===== src/rtl/stim_sequencer.sv =====
// stim_sequencer: sweeps (a,b) over 00..11 with a programmable dwell and logs partS responses
module stim_sequencer #(
  parameter int DWELL  = 10,
  parameter int PASSES = 1
) (
  input  logic        clk,
  input  logic        reset,
  input  logic        start,
  input  logic        hold,
  input  logic        y1,
  input  logic        y2,
  input  logic        y3,
  output logic        a,
  output logic        b,
  output logic [1:0]  vec_idx,
  output logic        sample,
  output logic        busy,
  output logic        done,
  output logic [11:0] resp_log
);
  localparam int CW = DWELL > 1 ? $clog2(DWELL) : 1;
  localparam logic [CW-1:0] LAST = CW'(DWELL - 1);
  localparam logic [3:0] PASS_LAST = 4'(PASSES - 1);
  typedef enum logic [1:0] {IDLE, RUN, DONE} state_t;
  state_t        state_q;
  logic [CW-1:0] cnt_q;
  logic [3:0]    pass_q;
  logic [1:0]    vec_q;
  logic          busy_q, done_q;
  logic [11:0]   log_q;
  assign sample   = state_q == RUN && !hold && cnt_q == LAST;
  assign vec_idx  = vec_q;
  assign a        = vec_q[1];
  assign b        = vec_q[0];
  assign busy     = busy_q;
  assign done     = done_q;
  assign resp_log = log_q;
  always_ff @(posedge clk) begin
    if (reset) begin
      state_q <= IDLE;
      cnt_q   <= '0;
      pass_q  <= '0;
      vec_q   <= '0;
      busy_q  <= 1'b0;
      done_q  <= 1'b0;
      log_q   <= '0;
    end else begin
      case (state_q)
        IDLE, DONE: if (start) begin
          state_q <= RUN;
          cnt_q   <= '0;
          pass_q  <= '0;
          vec_q   <= '0;
          busy_q  <= 1'b1;
          done_q  <= 1'b0;
          log_q   <= '0;
        end
        RUN: if (!hold) begin
          if (cnt_q != LAST) cnt_q <= cnt_q + 1'b1;
          else begin
            cnt_q <= '0;
            log_q[3*vec_q +: 3] <= {y1, y2, y3};
            if (vec_q != 2'd3) vec_q <= vec_q + 1'b1;
            else if (pass_q != PASS_LAST) begin
              vec_q  <= '0;
              pass_q <= pass_q + 1'b1;
            end else begin
              state_q <= DONE;
              vec_q   <= '0;
              busy_q  <= 1'b0;
              done_q  <= 1'b1;
            end
          end
        end
        default: state_q <= IDLE;
      endcase
    end
  end
endmodule


===== config.mk =====
export PLATFORM = sky130hd
export DESIGN_NAME = stim_sequencer
export DESIGN_NICKNAME = d
export VERILOG_FILES = /design/src/rtl/stim_sequencer.sv
export SDC_FILE = /design/constraint.sdc
export NUM_CORES = 1
export LEC_CHECK = 0
export CELL_PAD_IN_SITES_DETAIL_PLACEMENT = 0
export CELL_PAD_IN_SITES_GLOBAL_PLACEMENT = 2
export CORE_MARGIN = 3
export CORE_UTILIZATION = 30
export CTS_CLUSTER_DIAMETER = 30
export DETAILED_ROUTE_END_ITERATION = 10
export PLACE_DENSITY = 0.86
export SLEW_MARGIN = 20
export SYNTH_ARGS = -nofsm -noshare
export SYNTH_HDL_FRONTEND = slang
export SYNTH_SLANG_ARGS = --single-unit

===== constraint.sdc =====
create_clock -name clk -period 2.25 [get_ports clk]
set_input_delay 0.45 -clock clk [delete_from_list [all_inputs] [get_ports clk]]
set_output_delay 0.45 -clock clk [all_outputs]
set_load 0.005 [all_outputs]

# [After elaboration in Yosys (flattened, before gate mapping)]
# Index checks and enable logic that the tools add are counted.
[op_classes] add_sub_neg=4 mul=1 eq_ne=11 n_shift=2 muxes=37 reduce_logical=12
[op_table] op="$mux W12" n=3
[op_table] op="$neg A4 Y34" n=1
[op_table] op="$shift A3 B34 Y12 const A" n=1
[op_table] op="$shiftx A3 B34 Y12" n=1
[op_table] op="$mux W4" n=7
[op_table] op="$pmux W12 S2" n=1
[op_table] op="$mux W2" n=9
[op_table] op="$pmux W4 S2" n=2
[op_table] op="$bwmux W12" n=1
[op_table] op="$ne A2 B2 Y1 const B" n=6
[op_table] op="$reduce_and A6 Y1" n=2
[op_table] op="$mux W1" n=10
[op_table] op="$add A4 B1 Y4 const B" n=2
[op_table] op="$pmux W2 S2" n=2
[op_table] op="$reduce_and A5 Y1" n=1
[op_table] op="$eq A4 B4 Y1 const B" n=1
[op_table] op="$mul A2 B2 Y4 const A" n=1
[op_table] op="$ne A4 B4 Y1 const B" n=1
[op_table] op="$pmux W1 S2" n=2
[op_table] op="$reduce_and A4 Y1" n=1
[op_table] op="$reduce_bool A4 Y1" n=1
[op_table] op="$reduce_and A3 Y1" n=1
[op_table] op="$add A2 B1 Y2 const B" n=1
[op_table] op="$eq A2 B1 Y1 const B" n=1
[op_table] op="7 further kinds" n=8
[word_totals] regBits=26 in_bits=7 output_inout_bits=19 elab_cells=74

# [Logic depth before layout (Yosys ltp)]
[depth] ltp_word=7 depth_mapped=7 mapped_depth_nobuf=6

# [Least setup slack after synthesis]
# Ideal clock, no wire load.
[synth_timing] path_kind="register to register" startpoint="register vec_q[0], in the netlist vec_idx[0]" endpoint="register vec_q[1], in the netlist vec_idx[1]" setup_ns=0.070 arrival_ns=1.589 required_ns=2.180 setup_slack_ns=0.590 path_stages_with_launch=6 path_buffers=0 synth_period_minus_slack_ns=1.660 path_cell_list="dfxtp_1 inv_1 ha_1 inv_1 or4_1 a21oi_1"
[synth_via] elab_chain_cells=5 word_cells_on_any_way=6 classes_between="1 x add/sub; 1 x eq/ne; 4 x mux"
[synth_rtl] element="start: declaration" line="28" rtl="logic [1:0] vec_q;"
[synth_rtl] element="start signal: assignment" line="63" rtl="if (vec_q != 2'd3) vec_q <= vec_q + 1'b1;"
[synth_rtl] element="$add A2 B1 Y2 or $ne A2 B2 Y1 (tied branches)" line="63"
[synth_rtl] element="$mux W2 *" line="63"
[synth_rtl] element="$mux W2 *" line="59" rtl="if (cnt_q != LAST) cnt_q <= cnt_q + 1'b1;"
[synth_rtl] element="$mux W2 *" line="58" rtl="RUN: if (!hold) begin"
[synth_rtl] element="$pmux W2 S2 *" line="48" rtl="case (state_q)"
# Mark *: on every way between the ends. The rest lies on a longest branch, timed or not. The select of a mux whose other input is x is not followed.
# A chain may end at the register's enable or synchronous reset.

# [Worst setup path after layout]
[layout_timing] startpoint="register cnt_q[1]" endpoint="output port sample"
[layout_via] elab_chain_cells=2
[layout_rtl] element="start: declaration" line="26" rtl="logic [CW-1:0] cnt_q;"
[layout_rtl] element="start signal: assignment" line="59"
[layout_rtl] element="$eq A4 B4 Y1" line="31" rtl="assign sample = state_q == RUN && !hold && cnt_q == LAST;"
[layout_rtl] element="$logic_and A1 B1 Y1" line="31"
[layout_rtl] element="end: declaration" line="16" rtl="output logic sample,"
# No other way between the ends.

==> metrics.md <==
| Metric | Value |
|---|---|
| Worst path max stage delay | 490 ps |
| Setup CP Type | flip-flop to primary output |
| Fin crit share | 96.0% |
| Post-synth EDFFs | 0 |
| Number of cells in the finished layout apart from fillers | roughly 230 |
| Peak supply drop | 0.219 mV |
| Overall routing resource usage | 12.9% |
| Routability cong. | 0.810 |
| Cell area after placement | 1690 um^2 |
| H-tree depth | 1 |
| Most frequent cells in the layout | 25 x dfxtp_1, 24 x clkdlybuf4s50_1, 15 x nand3_1 |
| Largest net degree at the start of global routing | 15 |
| Capturing element type of the critical path | primary output |
| Netlist cell types | 40 |
| Worst hold path type | flip-flop to flip-flop |
| Most common cell after layout, fill and taps aside | dfxtp_1 |
| CP max stage cell | clkdlybuf4s50_1 |
| Worst Tran Pin Value | 532 ps |
| Max_cap viols | 0 |
| Worst endpoint required time | 1800 ps |
| Cells after DPL | 228 |
| Synthesized flop and latch total | 26 |
| First-pass DRT Iterations | 4 |
| Vias in the first global route | around 1.2k |
| Leakage power | ~0.66 nW |
| Clock Skew | 1.30 ps |
| FMAX | 463 MHz |
| Die height | 73.1 um |
| Post-Syn Area | 1350 um^2 |
| Horiz. Die Dim | 73.1 um |
| Crit path from | cnt_q[1] |
| Largest cells by area after synthesis | dfxtp_1 39%, ha_1 9.3%, nand3_1 5.6% |
| Ports | 26 |
| Antenna violations before repair | 0 |
| Mean Syn Cell Area | 8.87 um^2 |
| Setup violators final | 0 |
| CP dominant cell by count | inv_1 |
| Nets@finish | 202 |
| Grt total ovfl | 0 |
| Total DRC errors in the routed layout | 0 |
| Root Driver | clkbuf_8 |
| Post-Synthesis Cells | approximately 150 |
| Status | finished clean |
| Synth-to-layout area growth | 30.9% |
| Starting density of the core | 32.3% |
| Share of the synthesized area in the top cell type | 38.6% |
| Die footprint | ~5300 um^2 |
| Initial DRC Count | 32 |
| Reg area | 522 um^2 |
| Via density | 5.34 |
| Rows | 23 |
| WP data arrival | 1710 ps |
| Clock-pin slew on the worst setup and hold paths | 90 ps |
| Worst r2r path cells | 8 |
| Port Buffers | 25 |
| Final Hold Fails | 0 |
| DR WL/cell | 13.9 um |
| Syn Nets | 169 |
| Synth warnings | 0 |
| Fraction of registers with async set/reset | 0% |
| Filler Cells Inserted | 407 |
| Hold path depth | 2 |
| Hold_sp | resp_log[3] |
| CTS Buf Count | 3 |
| Area leader, netlist | dfxtp_1 |
| Max-slew headroom | 64.6% |
| Final antenna-violating net count | 0 |
| Diodes inserted | 0 |
| Post-CTS Hold Buffers | 0 |
| WHS | 473 ps |
| CTS tree | built |
| Core Area | between 4000 and 5000 um^2 |
| CP max FO | 4 |
| Total number of vias | 1249 |
| Main synth FF type | dfxtp_1 |
| Pins Over Slew Limit | 0 |
| Global-route wire length before repair | 5440 um |
| Clk buf depth | 2 |
| Finished Cell Area | 1770 um^2 |
| WL final | 3250 um |
| DP HPWL | 2480 um |
| Worst R2R Start | cnt_q[1] |
| Worst setup SP type | flip-flop |
| Sequential fraction of the synthesis area | 38.6% |
| Pwr dens | 517 nW/um^2 |
| Worst skew pair latency | 270 ps |
| Multi-input gate area | 761 um^2 |
| Fin crit period | ~2200 ps |
| Fraction of layout cells with a size suffix above 1 | 13.0% |
| Crit-path cells | inv_1, ha_2, and3b_1, nand2_1, inv_1, clkdlybuf4s50_1 |
| Clock Sink Count | 26 |
[final cells by class]
| cell class | count | area share, % |
|---|---|---|
| clock buffer | 4 | 3.12 |
| inverter | 8 | 1.70 |
| multi-input combinational | 110 | 43.1 |
| sequential | 26 | 29.6 |
| tap | 50 | 3.54 |
| timing repair buffer | 36 | 19.0 |
[cells by family (layout without fill, tap and decap cells)]
family	Yosys count	in the layout	share of synthesized area, %
buffers and inverters	16	48	5.19
AOI/OAI and AO/OA	44	44	21.3
adders and majority gates	10	10	9.28
and+or+nand+nor	56	56	25.6
DFF	26	26	38.6
[registers in the layout, indices dropped and copies added, names as in the netlist]
name and flops:
busy 1, cnt_q 4, done 1, pass_q 4
resp_log 12, state_q 2, vec_idx 2
[where the power goes]
group	total [W]	switching [W]	leakage (nW)	internal, W
Clock	0.000306	0.000149	0.0288	0.000157
Sequential	0.000477	0.00000847	0.211	0.000469
Combinational	0.000129	0.0000679	0.420	0.0000615
Total	0.000913	0.000226	0.660	0.000687
[synthesized netlist by cell type (2+ instances only)]
cell type,instances
dfxtp_1,26
nand3_1,15
a21oi_1,11
ha_1,10
o21ai_0,9
o31ai_1,9
inv_1,8
nand2_1,7
nor2_1,4
or3b_2,4
a22o_1,3
clkbuf_1,3
nand4_1,3
nor2b_1,3
o221ai_1,3
or4_1,3
and3_1,2
buf_2,2
buf_4,2
nand2b_1,2
nor3_1,2
o21bai_1,2
or3_1,2
[through the flow]
step	TNS, ps	power [W]	util [%]	setup slack, ps
after floorplan	0	0.000557	-	590
after global placement	0	0.000613	40.5	61.0
after detailed placement	0	0.000614	40.5	13.3
after CTS	0	0.000920	41.8	12.4
after global routing	-0.0203	0.000956	42.3	-0.0203
final	0	0.000913	42.3	90.4
[timing repair]
item                       in CTS  in global routing
resized for setup               0                  3
setup endpoints to repair       0                  1
buffers inserted                0                  2
[layer usage]
metal,vias up,GRT usage [%],wire length [um]
li1,628,-,-
met1,587,16.4,1520
met2,29,22.0,1560
met3,5,3.44,140
met4,0,2.46,22
met5,-,0,0
[worst max-delay path: cells and delay by family, from the launching register on]
family,cells,cell delay [ps]
buf+inv,3,610
simple gates,2,290
flops,1,340
fa+ha+maj,1,180
[path summary, 6_finish.rpt]
path	to	slack, ps
min reg2reg	resp_log[3]	470
min	resp_log[3]	470
max reg2reg	resp_log[4]	410
max	sample	90
No activity file was read; power rests on OpenSTA's default activity.
